<file path="src/rtl/vid_timing_gen_if.sv">
// Raster output bundle carried from the timing generator to its sink.
interface vid_timing_gen_if;
    logic        hs_o;
    logic        vs_o;
    logic        de_o;
    logic [23:0] data_o;
    logic        frame_start_o;
    logic [7:0]  frame_cnt_o;

    modport master (output hs_o, vs_o, de_o, data_o, frame_start_o, frame_cnt_o);
    modport slave  (input  hs_o, vs_o, de_o, data_o, frame_start_o, frame_cnt_o);
endinterface

</file>
<file path="src/rtl/vid_timing_gen.sv">
// Raster timing generator with block-aligned test patterns.
// Outputs are registered decodes of the previous cycle's (h,v) position.
module vid_timing_gen #(
    parameter int unsigned H_WIDTH  = 1920,
    parameter int unsigned H_START  = 2008,
    parameter int unsigned H_SYNC   = 44,
    parameter int unsigned H_TOTAL  = 2200,
    parameter int unsigned V_HEIGHT = 1080,
    parameter int unsigned V_START  = 1084,
    parameter int unsigned V_SYNC   = 5,
    parameter int unsigned V_TOTAL  = 1125,
    parameter int unsigned KH       = 30,
    parameter int unsigned KV       = 30
) (
    input  logic               clk_i,
    input  logic               rst_i,
    input  logic               en_i,
    input  logic [1:0]         pattern_i,
    input  logic [23:0]        color_i,
    vid_timing_gen_if.master   vid
);

    localparam int unsigned HCW    = (H_TOTAL > 2) ? $clog2(H_TOTAL) : 1;
    localparam int unsigned VCW    = (V_TOTAL > 2) ? $clog2(V_TOTAL) : 1;
    localparam int unsigned HBW    = (KH > 2) ? $clog2(KH) : 1;
    localparam int unsigned VBW    = (KV > 2) ? $clog2(KV) : 1;
    localparam int unsigned H_BLKS = (H_WIDTH + KH - 1) / KH;
    localparam int unsigned V_BLKS = (V_HEIGHT + KV - 1) / KV;
    localparam int unsigned HKW    = (H_BLKS > 1) ? $clog2(H_BLKS + 1) : 1;
    localparam int unsigned VKW    = (V_BLKS > 1) ? $clog2(V_BLKS + 1) : 1;

    localparam logic [HCW-1:0] H_LAST   = HCW'(H_TOTAL - 1);
    localparam logic [VCW-1:0] V_LAST   = VCW'(V_TOTAL - 1);
    localparam logic [HCW-1:0] H_ACT    = HCW'(H_WIDTH);
    localparam logic [VCW-1:0] V_ACT    = VCW'(V_HEIGHT);
    localparam logic [HCW-1:0] HS_FIRST = HCW'(H_START);
    localparam logic [HCW-1:0] HS_LAST  = HCW'(H_START + H_SYNC - 1);
    localparam logic [VCW-1:0] VS_FIRST = VCW'(V_START);
    localparam logic [VCW-1:0] VS_LAST  = VCW'(V_START + V_SYNC - 1);
    localparam logic [HBW-1:0] HB_LAST  = HBW'(KH - 1);
    localparam logic [VBW-1:0] VB_LAST  = VBW'(KV - 1);

    typedef enum logic {
        S_IDLE = 1'b0,
        S_RUN  = 1'b1
    } state_e;

    state_e         state_q, state_d;
    logic [HCW-1:0] h_q, h_d;
    logic [VCW-1:0] v_q, v_d;
    logic [HBW-1:0] hb_q, hb_d;
    logic [VBW-1:0] vb_q, vb_d;
    logic [HKW-1:0] hblk_q, hblk_d;
    logic [VKW-1:0] vblk_q, vblk_d;
    logic [1:0]     pat_q, pat_d;
    logic [23:0]    col_q, col_d;
    logic [7:0]     fcnt_q, fcnt_d;

    logic           hs_q, hs_d;
    logic           vs_q, vs_d;
    logic           de_q, de_d;
    logic           fs_q, fs_d;
    logic [23:0]    data_q, data_d;

    logic           h_end_c;
    logic           v_end_c;
    logic           run_c;
    logic [23:0]    checker_c;

    assign h_end_c = (h_q == H_LAST);
    assign v_end_c = (v_q == V_LAST);
    assign run_c   = (state_q == S_RUN);

    // Sequencing: position, block counters, frame-start latch and frame count
    always_comb begin
        state_d = state_q;
        h_d     = h_q;
        v_d     = v_q;
        hb_d    = hb_q;
        vb_d    = vb_q;
        hblk_d  = hblk_q;
        vblk_d  = vblk_q;
        pat_d   = pat_q;
        col_d   = col_q;
        fcnt_d  = fcnt_q;

        case (state_q)
            S_IDLE: begin
                h_d    = '0;
                v_d    = '0;
                hb_d   = '0;
                vb_d   = '0;
                hblk_d = '0;
                vblk_d = '0;
                if (en_i) begin
                    state_d = S_RUN;
                    pat_d   = pattern_i;
                    col_d   = color_i;
                end
            end
            S_RUN: begin
                if (h_end_c) begin
                    h_d    = '0;
                    hb_d   = '0;
                    hblk_d = '0;
                    if (v_end_c) begin
                        v_d    = '0;
                        vb_d   = '0;
                        vblk_d = '0;
                        fcnt_d = fcnt_q + 8'd1;
                        if (en_i) begin
                            pat_d = pattern_i;
                            col_d = color_i;
                        end else begin
                            state_d = S_IDLE;
                        end
                    end else begin
                        v_d = v_q + VCW'(1);
                        if (v_q < V_ACT) begin
                            if (vb_q == VB_LAST) begin
                                vb_d   = '0;
                                vblk_d = vblk_q + VKW'(1);
                            end else begin
                                vb_d = vb_q + VBW'(1);
                            end
                        end
                    end
                end else begin
                    h_d = h_q + HCW'(1);
                    if (h_q < H_ACT) begin
                        if (hb_q == HB_LAST) begin
                            hb_d   = '0;
                            hblk_d = hblk_q + HKW'(1);
                        end else begin
                            hb_d = hb_q + HBW'(1);
                        end
                    end
                end
            end
            default: state_d = S_IDLE;
        endcase
    end

    // Output decode of the current position; registered below
    always_comb begin
        checker_c = (hblk_q[0] ^ vblk_q[0]) ? 24'h000000 : 24'hFFFFFF;
        de_d      = run_c && (h_q < H_ACT) && (v_q < V_ACT);
        hs_d      = run_c && (h_q >= HS_FIRST) && (h_q <= HS_LAST);
        vs_d      = run_c && (v_q >= VS_FIRST) && (v_q <= VS_LAST);
        fs_d      = run_c && (h_q == '0) && (v_q == '0);
        data_d    = '0;
        if (de_d) begin
            case (pat_q)
                2'd0:    data_d = col_q;
                2'd1:    data_d = checker_c;
                2'd2:    data_d = {3{8'(h_q)}};
                default: data_d = checker_c ^ {24{fcnt_q[0]}};
            endcase
        end
    end

    always_ff @(posedge clk_i) begin
        if (rst_i) begin
            state_q <= S_IDLE;
            h_q     <= '0;
            v_q     <= '0;
            hb_q    <= '0;
            vb_q    <= '0;
            hblk_q  <= '0;
            vblk_q  <= '0;
            pat_q   <= '0;
            col_q   <= '0;
            fcnt_q  <= '0;
            hs_q    <= 1'b0;
            vs_q    <= 1'b0;
            de_q    <= 1'b0;
            fs_q    <= 1'b0;
            data_q  <= '0;
        end else begin
            state_q <= state_d;
            h_q     <= h_d;
            v_q     <= v_d;
            hb_q    <= hb_d;
            vb_q    <= vb_d;
            hblk_q  <= hblk_d;
            vblk_q  <= vblk_d;
            pat_q   <= pat_d;
            col_q   <= col_d;
            fcnt_q  <= fcnt_d;
            hs_q    <= hs_d;
            vs_q    <= vs_d;
            de_q    <= de_d;
            fs_q    <= fs_d;
            data_q  <= data_d;
        end
    end

    assign vid.hs_o          = hs_q;
    assign vid.vs_o          = vs_q;
    assign vid.de_o          = de_q;
    assign vid.data_o        = data_q;
    assign vid.frame_start_o = fs_q;
    assign vid.frame_cnt_o   = fcnt_q;

endmodule

</file>
<file path="src/flat_wrapper.sv">
// flat-port wrapper written by rule: the top's interface ports become plain ports
module vid_timing_gen_flat 
#(
    parameter int unsigned H_WIDTH  = 1920,
    parameter int unsigned H_START  = 2008,
    parameter int unsigned H_SYNC   = 44,
    parameter int unsigned H_TOTAL  = 2200,
    parameter int unsigned V_HEIGHT = 1080,
    parameter int unsigned V_START  = 1084,
    parameter int unsigned V_SYNC   = 5,
    parameter int unsigned V_TOTAL  = 1125,
    parameter int unsigned KH       = 30,
    parameter int unsigned KV       = 30
)
  (clk_i, rst_i, en_i, pattern_i, color_i, vid_hs_o, vid_vs_o, vid_de_o, vid_data_o, vid_frame_start_o, vid_frame_cnt_o);
  vid_timing_gen_if vid_i ();
  input  logic clk_i;
  input  logic rst_i;
  input  logic en_i;
  input  logic [1:0] pattern_i;
  input  logic [23:0] color_i;
  output wire logic [$bits(vid_i.hs_o)-1:0] vid_hs_o;
  output wire logic [$bits(vid_i.vs_o)-1:0] vid_vs_o;
  output wire logic [$bits(vid_i.de_o)-1:0] vid_de_o;
  output wire logic [$bits(vid_i.data_o)-1:0] vid_data_o;
  output wire logic [$bits(vid_i.frame_start_o)-1:0] vid_frame_start_o;
  output wire logic [$bits(vid_i.frame_cnt_o)-1:0] vid_frame_cnt_o;
  assign vid_hs_o = vid_i.hs_o;
  assign vid_vs_o = vid_i.vs_o;
  assign vid_de_o = vid_i.de_o;
  assign vid_data_o = vid_i.data_o;
  assign vid_frame_start_o = vid_i.frame_start_o;
  assign vid_frame_cnt_o = vid_i.frame_cnt_o;
  vid_timing_gen #(.H_WIDTH(H_WIDTH), .H_START(H_START), .H_SYNC(H_SYNC), .H_TOTAL(H_TOTAL), .V_HEIGHT(V_HEIGHT), .V_START(V_START), .V_SYNC(V_SYNC), .V_TOTAL(V_TOTAL), .KH(KH), .KV(KV)) u_core (.clk_i(clk_i), .rst_i(rst_i), .en_i(en_i), .pattern_i(pattern_i), .color_i(color_i), .vid(vid_i));
endmodule
</file>
<file path="config.mk">
export PLATFORM = sky130hd
export DESIGN_NAME = vid_timing_gen_flat
export DESIGN_NICKNAME = d
export VERILOG_FILES = /design/src/rtl/vid_timing_gen_if.sv /design/src/rtl/vid_timing_gen.sv /design/src/flat_wrapper.sv
export SDC_FILE = /design/constraint.sdc
export NUM_CORES = 1
export LEC_CHECK = 0
export ABC_AREA = 0
export ABC_CLOCK_PERIOD_IN_PS = 2670
export CORE_ASPECT_RATIO = 1.5
export CORE_MARGIN = 5
export CORE_UTILIZATION = 54
export DETAILED_ROUTE_END_ITERATION = 10
export MAX_ROUTING_LAYER = met4
export PLACE_DENSITY = 0.85
export RECOVER_POWER = 25
export SLEW_MARGIN = 20
export SYNTH_ARGS = -nofsm -noshare
export SYNTH_HDL_FRONTEND = slang
export SYNTH_SLANG_ARGS = --single-unit
</file>
<file path="constraint.sdc">
create_clock -name clk_i -period 2.67 [get_ports clk_i]
set_input_delay 0.6675 -clock clk_i [delete_from_list [all_inputs] [get_ports clk_i]]
set_output_delay 0.6675 -clock clk_i [all_outputs]
set_load 0.03 [all_outputs]
</file>
Word-level counts from Yosys, hierarchy flattened
Index checks and enable logic that the tools add are counted.
Storage, ports and cells
  input port bits: 29
  logic and storage cells: 98
  memory bits (writable): 0
  register bits: 109
  bits in read-only memories: 0
  memories: 0
  latch bits: 0
Operators by class
  $mul: 0
  multiplexer cells: 37
  shifts and indexed selects: 0
  eq/ne operators: 12
  order comparisons: 6
  add/subtract/negate cells: 7
  bitwise gates (word level): 4
  divide/modulo/power cells: 0
  reductions and logical operators: 17
Operators with widths (count)
  $mux W24: 4
  $pmux W24 S3: 1
  $pmux W24 S2: 1
  $mux W5: 7
  $mux W6: 4
  $pmux W12 S2: 1
  $xor A24 B24 Y24: 1
  $mux W11: 2
  $pmux W11 S2: 1
  $mux W7: 3
  $pmux W5 S2: 2
  $pmux W7 S2: 1
  $add A12 B1 Y12 const B: 1
  $eq A12 B12 Y1 const B: 1
  $ge A12 B11 Y1 const B: 1
  $le A12 B12 Y1 const B: 1
  $logic_not A12 Y1: 1
  $lt A12 B11 Y1 const B: 1
  $mux W12: 1
  $ne A3 B3 Y1 const B: 4
  $pmux W6 S2: 1
  $add A11 B1 Y11 const B: 1
  $eq A11 B11 Y1 const B: 1
  $ge A11 B11 Y1 const B: 1
  22 further kinds: 40

Longest topological paths before layout
  word-level depth: 6
  mapped depth: 9
  mapped depth without buffers: 7

Least setup slack after synthesis
OpenSTA, ideal clock, no wires.
  kind: reg2reg
  start point: register u_core.v_q[0]
  end point: register u_core.fcnt_q[7] (netlist: u_core.vid.frame_cnt_o[7])
  cell stages (with the launch flop): 8
  clock period less this slack: 2008 ps
  slack: 662 ps
  buffers on the path: 0
  library setup time: 126 ps
  data arrival time: 1882 ps
  cell sequence: dfxtp_1 -> inv_1 -> ha_1 -> or3b_4 -> or4_4 -> nor4_4 -> xnor2_1 -> nor2_1
Between the ends
  longest elaborated chain between the ends: 2
RTL lines
  start: declaration: line vid_timing_gen.sv:50  | logic [VCW-1:0] v_q, v_d;
  start signal: assignment: line vid_timing_gen.sv:182  | v_q <= v_d;
  $eq A11 B11 Y1: line vid_timing_gen.sv:71  | assign v_end_c = (v_q == V_LAST);
  $reduce_and A3 Y1 (no line)
  end signal: assignment: line vid_timing_gen.sv:189  | fcnt_q <= fcnt_d;
  end: declaration: line vid_timing_gen.sv:57  | logic [7:0] fcnt_q, fcnt_d;
No other way between the ends.
A chain may end at the register's enable or synchronous reset.

==> qor.txt <==
Max-slew headroom: 39.2%
most frequent cells in the layout: dfxtp_1 (98), nand2b_1 (78), nor2_1 (44)
Seq/Total Area, Yosys: 43.4%
final slew viol count: 0
Vias/cell: 5.56
Nets: 603
actual slew at the worst max-slew pin: 0.912 ns
Period Utilization, post-route: 87.0%
clk sink count: 98
Crit-path slowest cell: clkbuf_2
mux cell area share after synthesis: 5.98%
cells resized by post-CTS repair: 0
Port Buffers: 64
Critical Path AT: 2.54 ns
die area: 10300 µm²
DPL Wire Length: 7.17 mm
CTS clk-pin slew, worst paths: 0.06 ns
Simple-Gate Fraction of Synth Area: 26.6%
unrepaired setup endpoints after global routing: no
largest family of logic cells by synthesized area: simple AND/OR/NAND/NOR gates
CP cell instances: clkdlybuf4s50_1, clkbuf_2, nand2b_1, clkbuf_1, nor2_1
Total Wirelength: 10.3 mm
Startpoint Class: primary input
setup_tns: 0 ns
placed cells: 661
layout cells sized above 1: 5.10%
Register Area: 1960 µm²
Hold Crit Depth: 2
I/O pins: 65
Crit Path Category: primary input to register
TritonCTS clock tree: built
1st-iter DRT viols: 228
DR WL met3: 435 µm
n_diodes: 0
vias: 3756
number of flops mapped to enable cells by yosys: 0
static leakage: 2.05 nW
post-synthesis sequential element count: 98
core area: 8310 µm²
GRT Overall Usage: 21.1%
Syn. warnings: 0
routed wl met2: 5.43 mm
CTS Hold Bufs: 0
critical path required time: 2.89 ns
Syn Nets: 552
clock skew: 0.00447 ns
WL/cell: 15.2 µm
DR top layer: met4
Fill cells: 691
CP Max Fanout: 62
Root Driver: clkbuf_16
Synth Area in Compound Gates: 13.0%
vias in the first global route: 3726
Synth Flop Type: dfxtp_1
fmax: 431 MHz
CP Depth: 5
ranking of synthesized cells by area: dfxtp_1 (43%), nand2b_1 (11%), mux2i_1 (6.0%)
fin crit period: 2.32 ns
antenna viol nets, final: 0
Die W: 84.7 µm
clk_lat worst skew: 0.34 ns
final hold vios: 0
first-pass GRT wire length: 17.1 mm
area grow syn2layout: 23.0%
Pwr Total: 0.00321 W
FF-to-FF path depth: 7
Async SR Flop Fraction: 0%
Final Setup Violations: 0
Final Non-Filler Cells: 676
synthesized area: 4520 µm²
crit path buf inv count: 3
min-delay worst type: register to register
most common cell after layout, fill and taps aside: dfxtp_1
cts bufs inserted: 9
post-CTS setup buffer count: 0
top cell type's share of synthesized area: 43.4%
Worst VDD drop: 0.000368 V
Syn Inst Count: 514
maxcap violations: 0
Crit. End Element: register
Max Root-Sink Buffers: 2
H-tree depth reported by CTS: 3
synthesized-area fraction occupied by adder cells: 2.49%
Placer Congestion: 0.888
gr ovfl total: 0
wire length on met1: 4.16 mm
largest net degree at the start of global routing: 63
post-synth top area cell: dfxtp_1
initial antenna violation count: 0
Synth Area in XOR/XNOR: 4.65%
DRC Markers: 0
initial core utilization: 54.4%
status: complete, no violations
syn_area_per_cell: 8.80 µm²
pwr dens: 577 nW/µm²
max incr delay on CP: 0.71 ns
height of the die: 122 µm
Multi-input gate area: 2390 µm²
drt first pass iters: 4
Top Family by Delay on Critical Path: buffers and inverters
Rows: 41
Netlist cell types: 46
[Yosys cell counts (2+ instances only)]
master    instances
o21a_1           24
nor4_1            2
buf_4             2
nor2_1           44
nand3_1          11
a211oi_1          2
nand2_1          35
and4_1            5
a31o_2            2
ha_1              9
buf_2             6
nor3_1            6
o31ai_1           2
nor4b_1           2
a21oi_1          44
nand4_1          12
o211ai_1          3
mux2i_1          27
clkbuf_1         26
or3_1             7
xor2_1           11
or4_1             3
nand2b_1         78
o21ai_0          12
dfxtp_1          98
xnor2_1          13
inv_1             9
[registers in the layout, summed over array words and instances, names as in the netlist]
| register | count |
|---|---|
| u_core.col_q | 24 |
| u_core.h_q | 12 |
| u_core.hb_q | 5 |
| u_core.hblk_q | 1 |
| u_core.pat_q | 2 |
| u_core.run_c | 1 |
| u_core.v_q | 11 |
| u_core.vb_q | 5 |
| u_core.vblk_q | 1 |
| u_core.vid.data_o | 24 |
| u_core.vid.de_o | 1 |
| u_core.vid.frame_cnt_o | 8 |
| u_core.vid.frame_start_o | 1 |
| u_core.vid.hs_o | 1 |
| u_core.vid.vs_o | 1 |
[kinds of logic (layout without fill, tap and decap cells)]
logic type | Yosys count | after routing
AOI/OAI and AO/OA | 96 | 96
xor gates and xnor gates | 24 | 24
adders and majority gates | 9 | 9
buffers and inverters | 43 | 98
DFF | 98 | 98
muxes | 27 | 27
and+or+nand+nor | 217 | 217
[worst register-to-register path: cells and delay by family, from the launching register on]
kind | cells | cell delay (ns)
adder cells (fa/ha/maj) | 1 | 0.25
AND/OR/NAND/NOR | 4 | 1.16
AO/OA/AOI/OAI | 1 | 0.07
buffers and inverters | 1 | 0.35
flip-flops | 1 | 0.41
[power by group]
group | leakage [nW] | internal [W] | switching (W)
clock network | 0.156 | 0.000867 | 0.000514
logic | 1.10 | 0.000143 | 0.000151
registers | 0.796 | 0.00151 | 0.0000274
[per-layer routing]
layer  GRT usage, %  vias up
li1               -     1855
met4           10.0        0
met3           3.65       19
met5              -        -
met1           23.1     1775
met2           37.1      107
[final timing paths]
check                    endpoint  slack (ns)             from
hold reg to reg   u_core.col_q[2]        0.48  u_core.col_q[2]
setup reg to reg   u_core.vb_q[4]        0.36    u_core.h_q[0]
hold / removal    u_core.col_q[2]        0.48  u_core.col_q[2]
setup / recovery  u_core.vid.hs_o        0.35            rst_i
[metrics by stage]
| stage | util (%) | hold slack [ns] | instance area, µm² | setup WS (ns) |
|---|---|---|---|---|
| floorplan | - | 0.441 | 4520 | 0.662 |
| global route | 66.9 | 0.503 | 5560 | 0.200 |
| detailed placement | 63.2 | 0.465 | 5250 | 0.421 |
| CTS | 67.1 | 0.479 | 5570 | 0.422 |
| global placement | 63.2 | 0.459 | 5250 | 0.467 |
| finish | 66.9 | 0.476 | 5560 | 0.347 |
[layout make-up]
| type | instances | area share, % |
|---|---|---|
| multi-input cells | 373 | 43.0 |
| well taps | 107 | 2.41 |
| clock inverters | 2 | 1.08 |
| repair buffers | 74 | 12.9 |
| clock buffers | 13 | 4.68 |
| flip-flops and latches | 98 | 35.3 |
| inverters | 9 | 0.608 |
(Power assumes the default switching activity.)
